### src/rtl/seg7_scan_driver.sv
// Four-digit multiplexed common-anode seven-segment driver: per-frame snapshot of the
// display word, one digit per slot with a leading blank gap, and a blinking colon DP.
module seg7_scan_driver #(
  parameter int unsigned SCAN_DIV     = 100000,
  parameter int unsigned BLANK_CYCLES = 16,
  parameter int unsigned BLINK_DIV    = 50000000
) (
  input  logic        clk,
  input  logic        rst_n,
  input  logic [16:0] nums,
  input  logic        colon_en,
  output logic [6:0]  seg,
  output logic        dp,
  output logic [3:0]  an
);

  localparam int unsigned CNT_W = (SCAN_DIV > 1) ? $clog2(SCAN_DIV) : 1;
  localparam int unsigned BLK_W = (BLINK_DIV > 1) ? $clog2(BLINK_DIV) : 1;
  localparam logic [CNT_W-1:0] CNT_LAST  = CNT_W'(SCAN_DIV - 1);
  localparam logic [CNT_W-1:0] CNT_BLANK = CNT_W'(BLANK_CYCLES);
  localparam logic [BLK_W-1:0] BLK_LAST  = BLK_W'(BLINK_DIV - 1);
  localparam logic [15:0]      FRAME_RST = 16'hAAAA;

  logic [CNT_W-1:0] cnt;
  logic [1:0]       idx;
  logic [15:0]      frame;
  logic [BLK_W-1:0] blk;
  logic             phase;

  logic [3:0] nibble_c;
  logic       blank_c;
  logic [6:0] seg_c;
  logic       dp_c;
  logic [3:0] an_c;

  // Bit 16 of the display word carries nothing for this display.
  logic unused_nums_msb;
  assign unused_nums_msb = nums[16];

  function automatic logic [6:0] decode(input logic [3:0] v);
    logic [6:0] s;
    s = 7'h7F;
    case (v)
      4'h0: s = 7'b1000000;
      4'h1: s = 7'b1111001;
      4'h2: s = 7'b0100100;
      4'h3: s = 7'b0110000;
      4'h4: s = 7'b0011001;
      4'h5: s = 7'b0010010;
      4'h6: s = 7'b0000010;
      4'h7: s = 7'b1111000;
      4'h8: s = 7'b0000000;
      4'h9: s = 7'b0010000;
      4'hB: s = 7'b0111111;
      default: s = 7'h7F;
    endcase
    return s;
  endfunction

  // Slot counter, digit index and frame snapshot taken at the very end of digit 3.
  always_ff @(posedge clk or negedge rst_n) begin
    if (!rst_n) begin
      cnt   <= '0;
      idx   <= 2'd0;
      frame <= FRAME_RST;
    end else if (cnt == CNT_LAST) begin
      cnt <= '0;
      idx <= idx + 2'd1;
      if (idx == 2'd3) frame <= nums[15:0];
    end else begin
      cnt <= cnt + CNT_W'(1);
    end
  end

  // Free-running colon blink timebase.
  always_ff @(posedge clk or negedge rst_n) begin
    if (!rst_n) begin
      blk   <= '0;
      phase <= 1'b0;
    end else if (blk == BLK_LAST) begin
      blk   <= '0;
      phase <= ~phase;
    end else begin
      blk <= blk + BLK_W'(1);
    end
  end

  always_comb begin
    nibble_c = 4'h0;
    case (idx)
      2'd0: nibble_c = frame[3:0];
      2'd1: nibble_c = frame[7:4];
      2'd2: nibble_c = frame[11:8];
      2'd3: nibble_c = frame[15:12];
      default: nibble_c = 4'h0;
    endcase
  end

  // Next output values; the blank gap overrides everything to avoid ghosting.
  always_comb begin
    blank_c = (cnt < CNT_BLANK);
    an_c    = 4'hF;
    seg_c   = 7'h7F;
    dp_c    = 1'b1;
    if (!blank_c) begin
      an_c  = ~(4'b0001 << idx);
      seg_c = decode(nibble_c);
      dp_c  = ~(colon_en & phase & (idx == 2'd2));
    end
  end

  always_ff @(posedge clk or negedge rst_n) begin
    if (!rst_n) begin
      seg <= 7'h7F;
      dp  <= 1'b1;
      an  <= 4'hF;
    end else begin
      seg <= seg_c;
      dp  <= dp_c;
      an  <= an_c;
    end
  end

endmodule

### config.mk
export PLATFORM = sky130hd
export DESIGN_NAME = seg7_scan_driver
export DESIGN_NICKNAME = d
export VERILOG_FILES = /design/src/rtl/seg7_scan_driver.sv
export SDC_FILE = /design/constraint.sdc
export NUM_CORES = 1
export LEC_CHECK = 0
export ABC_CLOCK_PERIOD_IN_PS = 2500
export BUFFER_PORTS_ARGS = -buffer_cell sky130_fd_sc_hd__buf_2
export CORE_ASPECT_RATIO = 1.5
export CORE_UTILIZATION = 52
export CTS_CLUSTER_DIAMETER = 60
export CTS_CLUSTER_SIZE = 12
export DETAILED_ROUTE_END_ITERATION = 7
export PLACE_DENSITY = 0.71
export RECOVER_POWER = 25
export SETUP_SLACK_MARGIN = 0.1
export SYNTH_ARGS = -nofsm -noshare
export SYNTH_HDL_FRONTEND = slang
export SYNTH_SLANG_ARGS = --single-unit
export TNS_END_PERCENT = 50
### constraint.sdc
create_clock -name clk -period 2.5 [get_ports clk]
set_input_delay 0 -clock clk [delete_from_list [all_inputs] [get_ports clk]]
set_output_delay 0 -clock clk [all_outputs]
set_load 0.1 [all_outputs]
==> impl_metrics.toml <==
[flow_run]
maxCapViolCount = 1

[sta]
tns_ns = 0
timing.fmax_mhz = 445
slew_violations = 75
rsz0062_at_grt = "no"
setup_viol = 0
worst_pin_slew_ns = 1.79
slew_headroom_pct = -19.5
fin_ws_ns = 0.252
skew_ns = 0.00993
fin_crit_sh_pct = 89.9
hold_viol = 0
layout_min_cycle_time_ns = 2.25

[power]
power.share.combinational_pct = 7.8
p_leak_nw = 1.93
pwr-share-seq_pct = 48.5
p_sw_share_pct = 22.4
intPower_mw = 1.99
p_switching_mw = 0.575
p_clk_share_pct = 43.7
power.density_mw_per_mm2 = 597
ir_worst_vdd_uv = 585

[synth]
synthArstFlopShare_pct = 100
synthCells = 313
yosysWarnings = 0
ys_ff_latch = 74
synth_edf_count = 0
ys_seq_area_share_pct = 51.8
syn_nets = 346
ys.flop_type = "dfrtp_1"
synth.distinct_cells = 45
syn_area_mm2 = 0.00362
syn_area_per_cell_um2 = 11.6

[floorplan]
initial_core_util_pct = 54.7
dieWidth_um = 70.1
die_h_um = 104
dieArea_mm2 = 0.00731
core.rowCount = 36
coreArea_mm2 = 0.00662
io_pins = 32

[drt]
drt-initial-drc-count = 180
routed_wl_um = 6980
wl_per_cell_um = 15.5
post-route-drc-count = 0
met2_length_um = 3730
firstDrtPassIters = 6
met3_length_um = 208
viasPerCell = 5.65
vias = 2544
m1WireLength_um = 2990
top_layer = "met4"
ant_nets = 0

[placement]
placed_area_mm2 = 0.00386
gp_congestion = 0.810
dp_hpwl_um = 4750
post-place-ws_ns = 0.193
port_buffers = 30

[cts]
cts_buffers = 9
h-tree-depth = 3
clkTransAtPathRegs_ns = 0.08
cts_buffer_depth = 2
cts_sinks = 74
cts_tree = "built"
ctsRootBufferMaster = "clkbuf_8"
post-cts-setup-buffers = 0
clkLatencyLatePin_ns = 0.33

[layout]
layout_commonest_cell = "dfrtp_1"
layout_common_cells = "dfrtp_1, buf_2, dfstp_2"
area_growth_pct = 18.7
num_antenna_cells = 0
drive_gt1_share_pct = 25.9
final_area_mm2 = 0.00430
nets = 402

[global_route]
grt_pass1_wl_um = 11900
grt_start_max_net_pins = 75
overflow = 0
track_usage_pct = 20.2
antenna_found_initial = 0
first_global_vias = 2640

[critical_path]
cp-start-kind = "flop"
critPathKind = "reg2reg"
cp.arrival_ns = 2.50
worstPathRequired_ns = 2.76
crit_fanout = 7
cp-end-kind = "flop"

[outcome]
status = "complete, but fails checks"
violations = "max-capacitance violations, max-slew violations"

[worst_hold_path]
hold_class = "in2reg"
-- logic make-up (layout without fill, tap and decap cells) --
| family | count (synthesis) | after routing | synth area share, % |
|---|---|---|---|
| simple gates | 114 | 114 | 18.7 |
| flops | 74 | 74 | 51.8 |
| compound gates | 39 | 39 | 7.05 |
| xor+xnor | 29 | 29 | 7.02 |
| mux | 25 | 25 | 8.61 |
| buf+inv | 19 | 80 | 2.25 |
| fa+ha+maj | 13 | 13 | 4.49 |
-- power by group through the flow --
stage / sequential [mW] / combinational [mW] / clock (mW)
floorplan: 1.34 / 0.0450 / 0
global placement: 1.27 / 0.175 / 0
detailed placement: 1.27 / 0.179 / 0
CTS: 1.24 / 0.200 / 1.14
global route: 1.25 / 0.215 / 1.20
finish: 1.24 / 0.200 / 1.12
-- routing by layer --
| layer | vias up | track usage (%) |
|---|---|---|
| met4 | 0 | 7.71 |
| met2 | 40 | 35.0 |
| met1 | 1258 | 24.7 |
| met3 | 2 | 3.78 |
| met5 | - | 0 |
| li1 | 1244 | - |
-- worst max-delay path, stage by stage (launching register included) --
cell and delay (ns):
dfrtp_1 0.37, inv_1 0.11, ha_2 0.26, a222oi_1 0.41, mux2_4 0.27, inv_1 0.11
ha_1 0.21, a211oi_1 0.17, a211oi_1 0.08, o21ai_0 0.20
-- final timing paths --
| path | startpoint | end | slack (ns) | cells past startpoint |
|---|---|---|---|---|
| worst max-delay path | idx[0] | seg[4] | 0.25 | 9 |
| worst min-delay path | colon_en | dp | 0.37 | 3 |
| worst max register to register | idx[0] | seg[4] | 0.25 | 9 |
| worst min register to register | blk[0] | blk[0] | 0.46 | 1 |
| max in group asynchronous | rst_n | cnt[9] | 0.67 | 3 |
| min in group asynchronous | rst_n | blk[18] | 0.73 | 3 |
-- Yosys cell counts, drive strengths merged (2+ instances only) --
library cell | count | area [um2]
a21oi | 12 | 60.1
nor4bb | 2 | 20.0
or4 | 8 | 63.8
buf | 3 | 21.3
nor2 | 20 | 82.6
o21ai | 8 | 40.0
and2 | 5 | 31.3
nand2 | 17 | 63.8
ha | 13 | 163
nor3 | 5 | 36.3
mux2i | 6 | 60.1
and4 | 9 | 78.8
a222oi | 4 | 40.0
or3 | 4 | 25.0
and3 | 2 | 12.5
a211oi | 2 | 15.0
nand3 | 17 | 85.1
clkbuf | 5 | 18.8
xor2 | 13 | 114
nand4 | 15 | 115
dfrtp | 54 | 1350
inv | 11 | 41.3
nor2b | 5 | 31.3
o31ai | 5 | 37.5
xnor2 | 16 | 140
nor4 | 3 | 18.8
dfstp | 20 | 526
a32oi | 2 | 17.5
mux2 | 19 | 251
-- stage by stage --
step	util, %	cells	hold slack [ns]	power (mW)
6_report	64.9	450	0.366	2.57
3_5_place_dp	58.3	416	0.180	1.45
3_3_place_gp	58.3	416	0.181	1.44
2_1_floorplan	-	313	-0.296	1.39
5_1_grt	64.9	450	0.365	2.66
4_1_cts	64.7	450	0.355	2.59
-- registers in the layout, summed over array words and instances, names as in the netlist --
name and flops:
blk 26, cnt 17, frame 16, seg 7, an 4, idx 2
dp 1, phase 1
-- timing repair --
action	CTS	global route
endpoints found under the hold margin	71	0
setup endpoints to repair	0	3
gates resized for setup	0	3
hold buffers	18	0
-- area by class of cell --
class	instances	area [um2]
repair buffers	53	365
clock buffers	12	145
inverters	11	41.3
fillers	502	2320
well taps	76	95.1
flip-flops and latches	74	1880
clock inverters	4	98.8
multi-input cells	220	1670
(Power assumes the default switching activity.)
